File: config.mk
export PLATFORM = sky130hd
export DESIGN_NAME = axis_frame_streamer
export DESIGN_NICKNAME = d
export VERILOG_FILES = /design/src/rtl/axis_frame_streamer.sv
export SDC_FILE = /design/constraint.sdc
export NUM_CORES = 1
export LEC_CHECK = 0
export BUFFER_PORTS_ARGS = -buffer_cell sky130_fd_sc_hd__buf_2
export CORE_MARGIN = 2
export CORE_UTILIZATION = 60
export CTS_CLUSTER_DIAMETER = 60
export DETAILED_ROUTE_END_ITERATION = 16
export PLACE_DENSITY_LB_ADDON = 0.2
export SETUP_SLACK_MARGIN = 0.02
export SLEW_MARGIN = 10
export SYNTH_ARGS = -nofsm -noshare
export SYNTH_HDL_FRONTEND = slang
export SYNTH_SLANG_ARGS = --single-unit
File: constraint.sdc
create_clock -name axi_clk -period 4.45 [get_ports axi_clk]
set_input_delay 0.89 -clock axi_clk [delete_from_list [all_inputs] [get_ports axi_clk]]
set_output_delay 0.89 -clock axi_clk [all_outputs]
set_load 0.03 [all_outputs]
File: src/rtl/axis_frame_streamer.sv
// axis_frame_streamer: generates one IMG_W x IMG_H 8-bit test frame on an AXI-Stream master,
// and on an AXI-Stream slave it consumes the returned frame, counting beats, checking TLAST and summing bytes.
// Latency: the first tx beat comes 1 cycle after start; o_done comes 1 cycle after the later final handshake.
// Backpressure: tx holds tvalid/tdata/tlast stable until tready. rx tready drops once RX_LEN beats are taken.
// Optional macro AXIS_FRAME_STREAMER_THROTTLE_EN adds LFSR-driven gaps on both streams.
module axis_frame_streamer #(
    parameter int IMG_W  = 512,
    parameter int IMG_H  = 512,
    parameter int RX_LEN = IMG_W * IMG_H,
    parameter int CNT_W  = $clog2(IMG_W * IMG_H) + 1
) (
    input  logic             axi_clk,
    input  logic             axi_reset_n,
    input  logic             i_start,
    input  logic [7:0]       i_seed,
    output logic             m_axis_tvalid,
    output logic [7:0]       m_axis_tdata,
    output logic             m_axis_tlast,
    input  logic             m_axis_tready,
    input  logic             s_axis_tvalid,
    input  logic [7:0]       s_axis_tdata,
    input  logic             s_axis_tlast,
    output logic             s_axis_tready,
    output logic             o_busy,
    output logic             o_done,
    output logic             o_tlast_err,
    output logic [CNT_W-1:0] o_rx_count,
    output logic [15:0]      o_checksum
);
    localparam int COL_W = $clog2(IMG_W);
    localparam int ROW_W = $clog2(IMG_H);
    localparam logic [CNT_W-1:0] RX_LEN_C  = CNT_W'(RX_LEN);
    localparam logic [CNT_W-1:0] RX_LAST_C = CNT_W'(RX_LEN - 1);
    localparam logic [COL_W-1:0] COL_LAST  = COL_W'(IMG_W - 1);
    localparam logic [ROW_W-1:0] ROW_LAST  = ROW_W'(IMG_H - 1);

    typedef enum logic [1:0] {IDLE, RUN, DRAIN, DONE} state_t;

    state_t           state;
    state_t           state_nxt;
    logic [7:0]       seed;
    logic [COL_W-1:0] col;
    logic [ROW_W-1:0] row;
    logic             tx_vld;
    logic             tx_done;
    logic [CNT_W-1:0] rx_count;
    logic [15:0]      checksum;
    logic             tlast_err;
    logic             rx_active;
    logic             rx_rdy;
    logic             present_ok;

    logic start_acc;
    logic tx_hs;
    logic tx_at_end;
    logic tx_fin;
    logic rx_hs;
    logic rx_at_end;
    logic rx_fin;

    assign start_acc = (state == IDLE) && i_start;
    assign tx_at_end = (row == ROW_LAST) && (col == COL_LAST);
    assign tx_hs     = tx_vld && m_axis_tready;
    assign tx_fin    = tx_done || (tx_hs && tx_at_end);
    assign rx_hs     = s_axis_tvalid && rx_rdy;
    assign rx_at_end = (rx_count == RX_LAST_C);
    assign rx_fin    = (rx_count == RX_LEN_C) || (rx_hs && rx_at_end);

`ifdef AXIS_FRAME_STREAMER_THROTTLE_EN
    logic [7:0] lfsr;

    // Throttle LFSR: x^8+x^6+x^5+x^4+1, seeded non-zero; it keeps stepping in DRAIN so rx can never freeze
    always_ff @(posedge axi_clk or negedge axi_reset_n) begin
        if (!axi_reset_n) begin
            lfsr <= 8'h00;
        end else if (start_acc) begin
            lfsr <= i_seed | 8'h01;
        end else if (rx_active) begin
            lfsr <= {lfsr[6:0], lfsr[7] ^ lfsr[5] ^ lfsr[4] ^ lfsr[3]};
        end
    end

    assign present_ok = lfsr[0];
    assign rx_rdy     = rx_active && (rx_count < RX_LEN_C) && lfsr[1];
`else
    assign present_ok = 1'b1;
    assign rx_rdy     = rx_active && (rx_count < RX_LEN_C);
`endif

    // FSM state register
    always_ff @(posedge axi_clk or negedge axi_reset_n) begin
        if (!axi_reset_n) state <= IDLE;
        else              state <= state_nxt;
    end

    // FSM next state: completion uses this cycle's handshakes so o_done lands one cycle after the last one
    always_comb begin
        state_nxt = state;
        case (state)
            IDLE:    if (i_start) state_nxt = RUN;
            RUN:     if (tx_fin) state_nxt = rx_fin ? DONE : DRAIN;
            DRAIN:   if (rx_fin) state_nxt = DONE;
            default: state_nxt = IDLE;
        endcase
    end

    // FSM outputs decoded from the registered state
    always_comb begin
        o_busy    = (state == RUN) || (state == DRAIN);
        o_done    = (state == DONE);
        rx_active = (state == RUN) || (state == DRAIN);
    end

    // TX pixel generator: row/col walk the frame, and tvalid holds until the beat is taken
    always_ff @(posedge axi_clk or negedge axi_reset_n) begin
        if (!axi_reset_n) begin
            seed    <= 8'h00;
            row     <= '0;
            col     <= '0;
            tx_vld  <= 1'b0;
            tx_done <= 1'b0;
        end else if (start_acc) begin
            seed    <= i_seed;
            row     <= '0;
            col     <= '0;
            tx_vld  <= 1'b1;
            tx_done <= 1'b0;
        end else if (state == RUN) begin
            if (tx_hs) begin
                if (tx_at_end) begin
                    tx_vld  <= 1'b0;
                    tx_done <= 1'b1;
                end else begin
                    tx_vld <= present_ok;
                    if (col == COL_LAST) begin
                        col <= '0;
                        row <= row + 1'b1;
                    end else begin
                        col <= col + 1'b1;
                    end
                end
            end else if (!tx_vld && !tx_done) begin
                tx_vld <= present_ok;
            end
        end
    end

    assign m_axis_tvalid = tx_vld;
    assign m_axis_tdata  = seed + 8'(row) + 8'(col);
    assign m_axis_tlast  = tx_vld && tx_at_end;

    // RX checker: beat count, wrapping byte sum and a sticky TLAST-placement error
    always_ff @(posedge axi_clk or negedge axi_reset_n) begin
        if (!axi_reset_n) begin
            rx_count  <= '0;
            checksum  <= 16'h0000;
            tlast_err <= 1'b0;
        end else if (start_acc) begin
            rx_count  <= '0;
            checksum  <= 16'h0000;
            tlast_err <= 1'b0;
        end else if (rx_hs) begin
            rx_count <= rx_count + 1'b1;
            checksum <= checksum + {8'h00, s_axis_tdata};
            if (s_axis_tlast != rx_at_end) tlast_err <= 1'b1;
        end
    end

    assign s_axis_tready = rx_rdy;
    assign o_rx_count    = rx_count;
    assign o_checksum    = checksum;
    assign o_tlast_err   = tlast_err;

endmodule

==> key figures <==
Run status
  – Outcome: completed

Floorplanning
  – Die Ht: 84.6 um
  – IO Pins: 71
  – Initial Utilization: 61.8%
  – Die area: 0.00716 sq mm
  – Die X: 84.6 um
  – Row cnt: 29
  – Core ar.: 0.00631 sq mm

Routing
  – DRC viols: 0
  – Pre-antenna DRT Iters: 5
  – Routed len/inst: 14.5 um
  – Total Routed Length: 8360 um
  – Detail Route Antenna Nets: 0
  – DR vias: 3273
  – Vias/cell: 5.66
  – Initial drt markers: 262

Clocking
  – Clock sinks: 66
  – Cts hold-fix bufs: 0
  – Post-CTS sizing: 0
  – Htree depth: 3
  – CTS tree: built
  – Clock edge transition at the registers on the reported setup and hold paths: 0.07 ns
  – CTS max path bufs: 2
  – Postcts setup bufs: 0
  – Worst skew pair latency: 0.33 ns
  – Root buffer cell: clkbuf_8
  – CTS Buf Count: 9

GRT
  – Largest net degree at the start of global routing: 59
  – Wire length of the first global-routing pass: 14200 um
  – Met3 usage: 3.24%
  – Vias in the first global route: 3087
  – Global route overflow: 0
  – Global route hottest layer: met2
  – GR Util met2: 40.2%
  – Met1 GRT Util: 33.7%
  – Total GRT Usage: 24.5%
  – Initial antenna violation count: 0

Yosys
  – #FFs+latches synth: 66
  – Syn Inst Count: 425
  – Mapped Area: 0.00390 sq mm
  – Adder-cell share of the synthesized area: 12.3%
  – Mux cell area share after synthesis: 0.577%
  – Synth unique cells: 45
  – Simple-gate share of the synthesized area: 22.8%
  – Xor and xnor area share after synthesis: 8.76%
  – Synth Area in Compound Gates: 10.6%
  – Largest family of logic cells by synthesized area: simple AND/OR/NAND/NOR gates
  – Post-synth top flop: dfrtp_1
  – Seq/Total Area, Yosys: 42.3%
  – Syn Nets: 480
  – Async S/R FF share, synth: 100%
  – EDFF count, synth: 0
  – YS warnings: 0
  – Syn Area/Cell: 9.18 sq um

Finish
  – Fin util: 71.2%
  – Fin area: 0.00450 sq mm
  – Layout cells sized above 1: 18.8%
  – Fin cells: 578
  – Diodes inserted: 0
  – Nets: 551
  – Synth-to-Final Area Change: 15.3%

Timing
  – Max Freq: 0.266 GHz
  – Final hold viol count: 0
  – Worst Tran Pin Value: 1.12 ns
  – Min Tclk post-route: 3.76 ns
  – Final period utilization: 84.5%
  – Slew HR: 25.4%
  – RSZ-0062 raised after global routing: no
  – Final setup vio count: 0
  – Setup tns final: 0 ns
  – Fin. max-slew vios: 0
  – Worst clock skew: 0.00817 ns

Placed design
  – Post-DP Area: 0.00431 sq mm
  – Global placement routability congestion: 0.801
  – Cells after DPL: 562
  – Port bufs: 70
  – Post-DP HPWL: 6090 um

Flow run
  – Max Cap Viol: 0

Pwr
  – Pwr dens: 544 mW/mm^2
  – Leak Pwr: 2.26 nW
  – Worst vdd ir: 0.000466 V

Min path
  – Beginning of the worst hold path: row[8]$_DFFE_PN0P_
  – Worst hold path class: reg -> reg

Critical path
  – WS Path Type: reg -> out
  – Crit path max fanout: 4
  – CP Launch Type: flop
  – Crit path DAT: 2.87 ns
  – Critical Path RT: 3.56 ns
  – Setup crit end kind: output port
  – Critical Path Start: col[1]$_DFFE_PN0P_
  – Reg-to-Reg Start: col[3]$_DFFE_PN0P_
[synthesized netlist by cell type (all sizes together), types with 3 or more instances]
cell / instances / area, sq um
a211oi: 4 / 30.0
ha: 24 / 300
nor3b: 4 / 30.0
a21oi: 30 / 150
o21bai: 4 / 30.0
nand4: 11 / 68.8
dfrtp: 66 / 1650
nor4: 3 / 18.8
inv: 16 / 60.1
a21o: 3 / 22.5
o21ai: 18 / 93.8
nand3: 18 / 90.1
xor2: 21 / 184
xnor2: 18 / 158
and3: 7 / 43.8
nor3: 4 / 30.0
or3: 10 / 62.6
clkbuf: 11 / 41.3
fa: 9 / 180
a31oi: 3 / 18.8
nand2: 60 / 225
nor2: 59 / 221
[stage by stage]
step | hold slack (ns) | power [W] | worst slack, ns
after floorplan | 0.445 | 0.00169 | 1.16
after global placement | 0.458 | 0.00195 | 1.08
after detailed placement | 0.470 | 0.00199 | 1.06
after CTS | 0.486 | 0.00246 | 0.682
after global routing | 0.523 | 0.00261 | 0.508
final | 0.488 | 0.00244 | 0.691
[cell families after synthesis]
group	Yosys count
simple gates	189
fa+ha+maj	33
flops	66
buf+inv	27
compound gates	69
mux	2
xor+xnor	39
[worst max-delay path, cell delays in order, from the launching register on]
cell and delay [ns]:
dfrtp_1 0.42, fa_1 0.48, ha_1 0.24, fa_1 0.40, a21o_1 0.17, a21oi_1 0.21
o21bai_1 0.09, a21oi_1 0.17, xnor2_1 0.13, buf_2 0.21
[power breakdown]
group          total [W]  leakage, nW  switching, W  internal, W
sequential      0.000822        0.884      0.000110     0.000712
combinational    0.00115         1.28      0.000769     0.000384
clock           0.000469       0.0965      0.000222     0.000247
total            0.00244         2.26       0.00110      0.00134
[layout by cell type (no fill, tap or decap), types with 2 or more instances in the layout]
master,count
clkinv_2,2
nand2_1,60
clkbuf_8,12
o21ai_0,9
nor3_2,2
xnor2_1,18
nor3b_1,4
xor2_1,21
buf_2,70
ha_1,24
nand4b_1,2
clkbuf_1,2
nor4_1,3
nor2_1,59
nand3_1,18
o21ai_1,8
a21o_1,3
o21a_1,2
a21oi_1,30
fa_1,9
dfrtp_1,66
inv_1,15
nor3_1,2
nor2b_1,2
or3_1,10
o21bai_1,4
nand4_1,11
a211oi_1,4
a31oi_1,3
and3_1,7
[layout make-up]
type / count / area (sq um)
Multi-Input combinational cell: 332 / 2150
Fill cell: 485 / 1820
Sequential cell: 66 / 1650
Timing Repair Buffer: 71 / 358
Clock buffer: 14 / 173
Tap cell: 77 / 96.3
Inverter: 16 / 60.1
Clock inverter: 2 / 10.0
[flip-flops by register name (all words and copies together), names as in the netlist]
| signal | flops |
|---|---|
| col | 9 |
| o_checksum | 16 |
| o_rx_count | 19 |
| seed | 8 |
| state | 2 |
| m_axis_tvalid | 1 |
| tx_done | 1 |
| row | 9 |
| o_tlast_err | 1 |
[path summary, 6_finish.rpt]
| check | end | slack [ns] | depth (start not counted) |
|---|---|---|---|
| min | row[8]$_DFFE_PN0P_ | 0.49 | 2 |
| max reg2reg | row[7]$_DFFE_PN0P_ | 1.53 | 10 |
| max in group asynchronous | o_rx_count[16]$_DFFE_PN0P_ | 2.89 | 2 |
| min reg2reg | row[8]$_DFFE_PN0P_ | 0.49 | 2 |
| max | m_axis_tdata[7] | 0.69 | 9 |
| min in group asynchronous | o_rx_count[6]$_DFFE_PN0P_ | 0.68 | 1 |
[metal layers]
layer	up-vias	share of wire (%)
li1	1597	-
met3	16	5.5
met4	0	1.5
met2	107	49
met5	-	0
met1	1553	44
(Power assumes the default switching activity.)
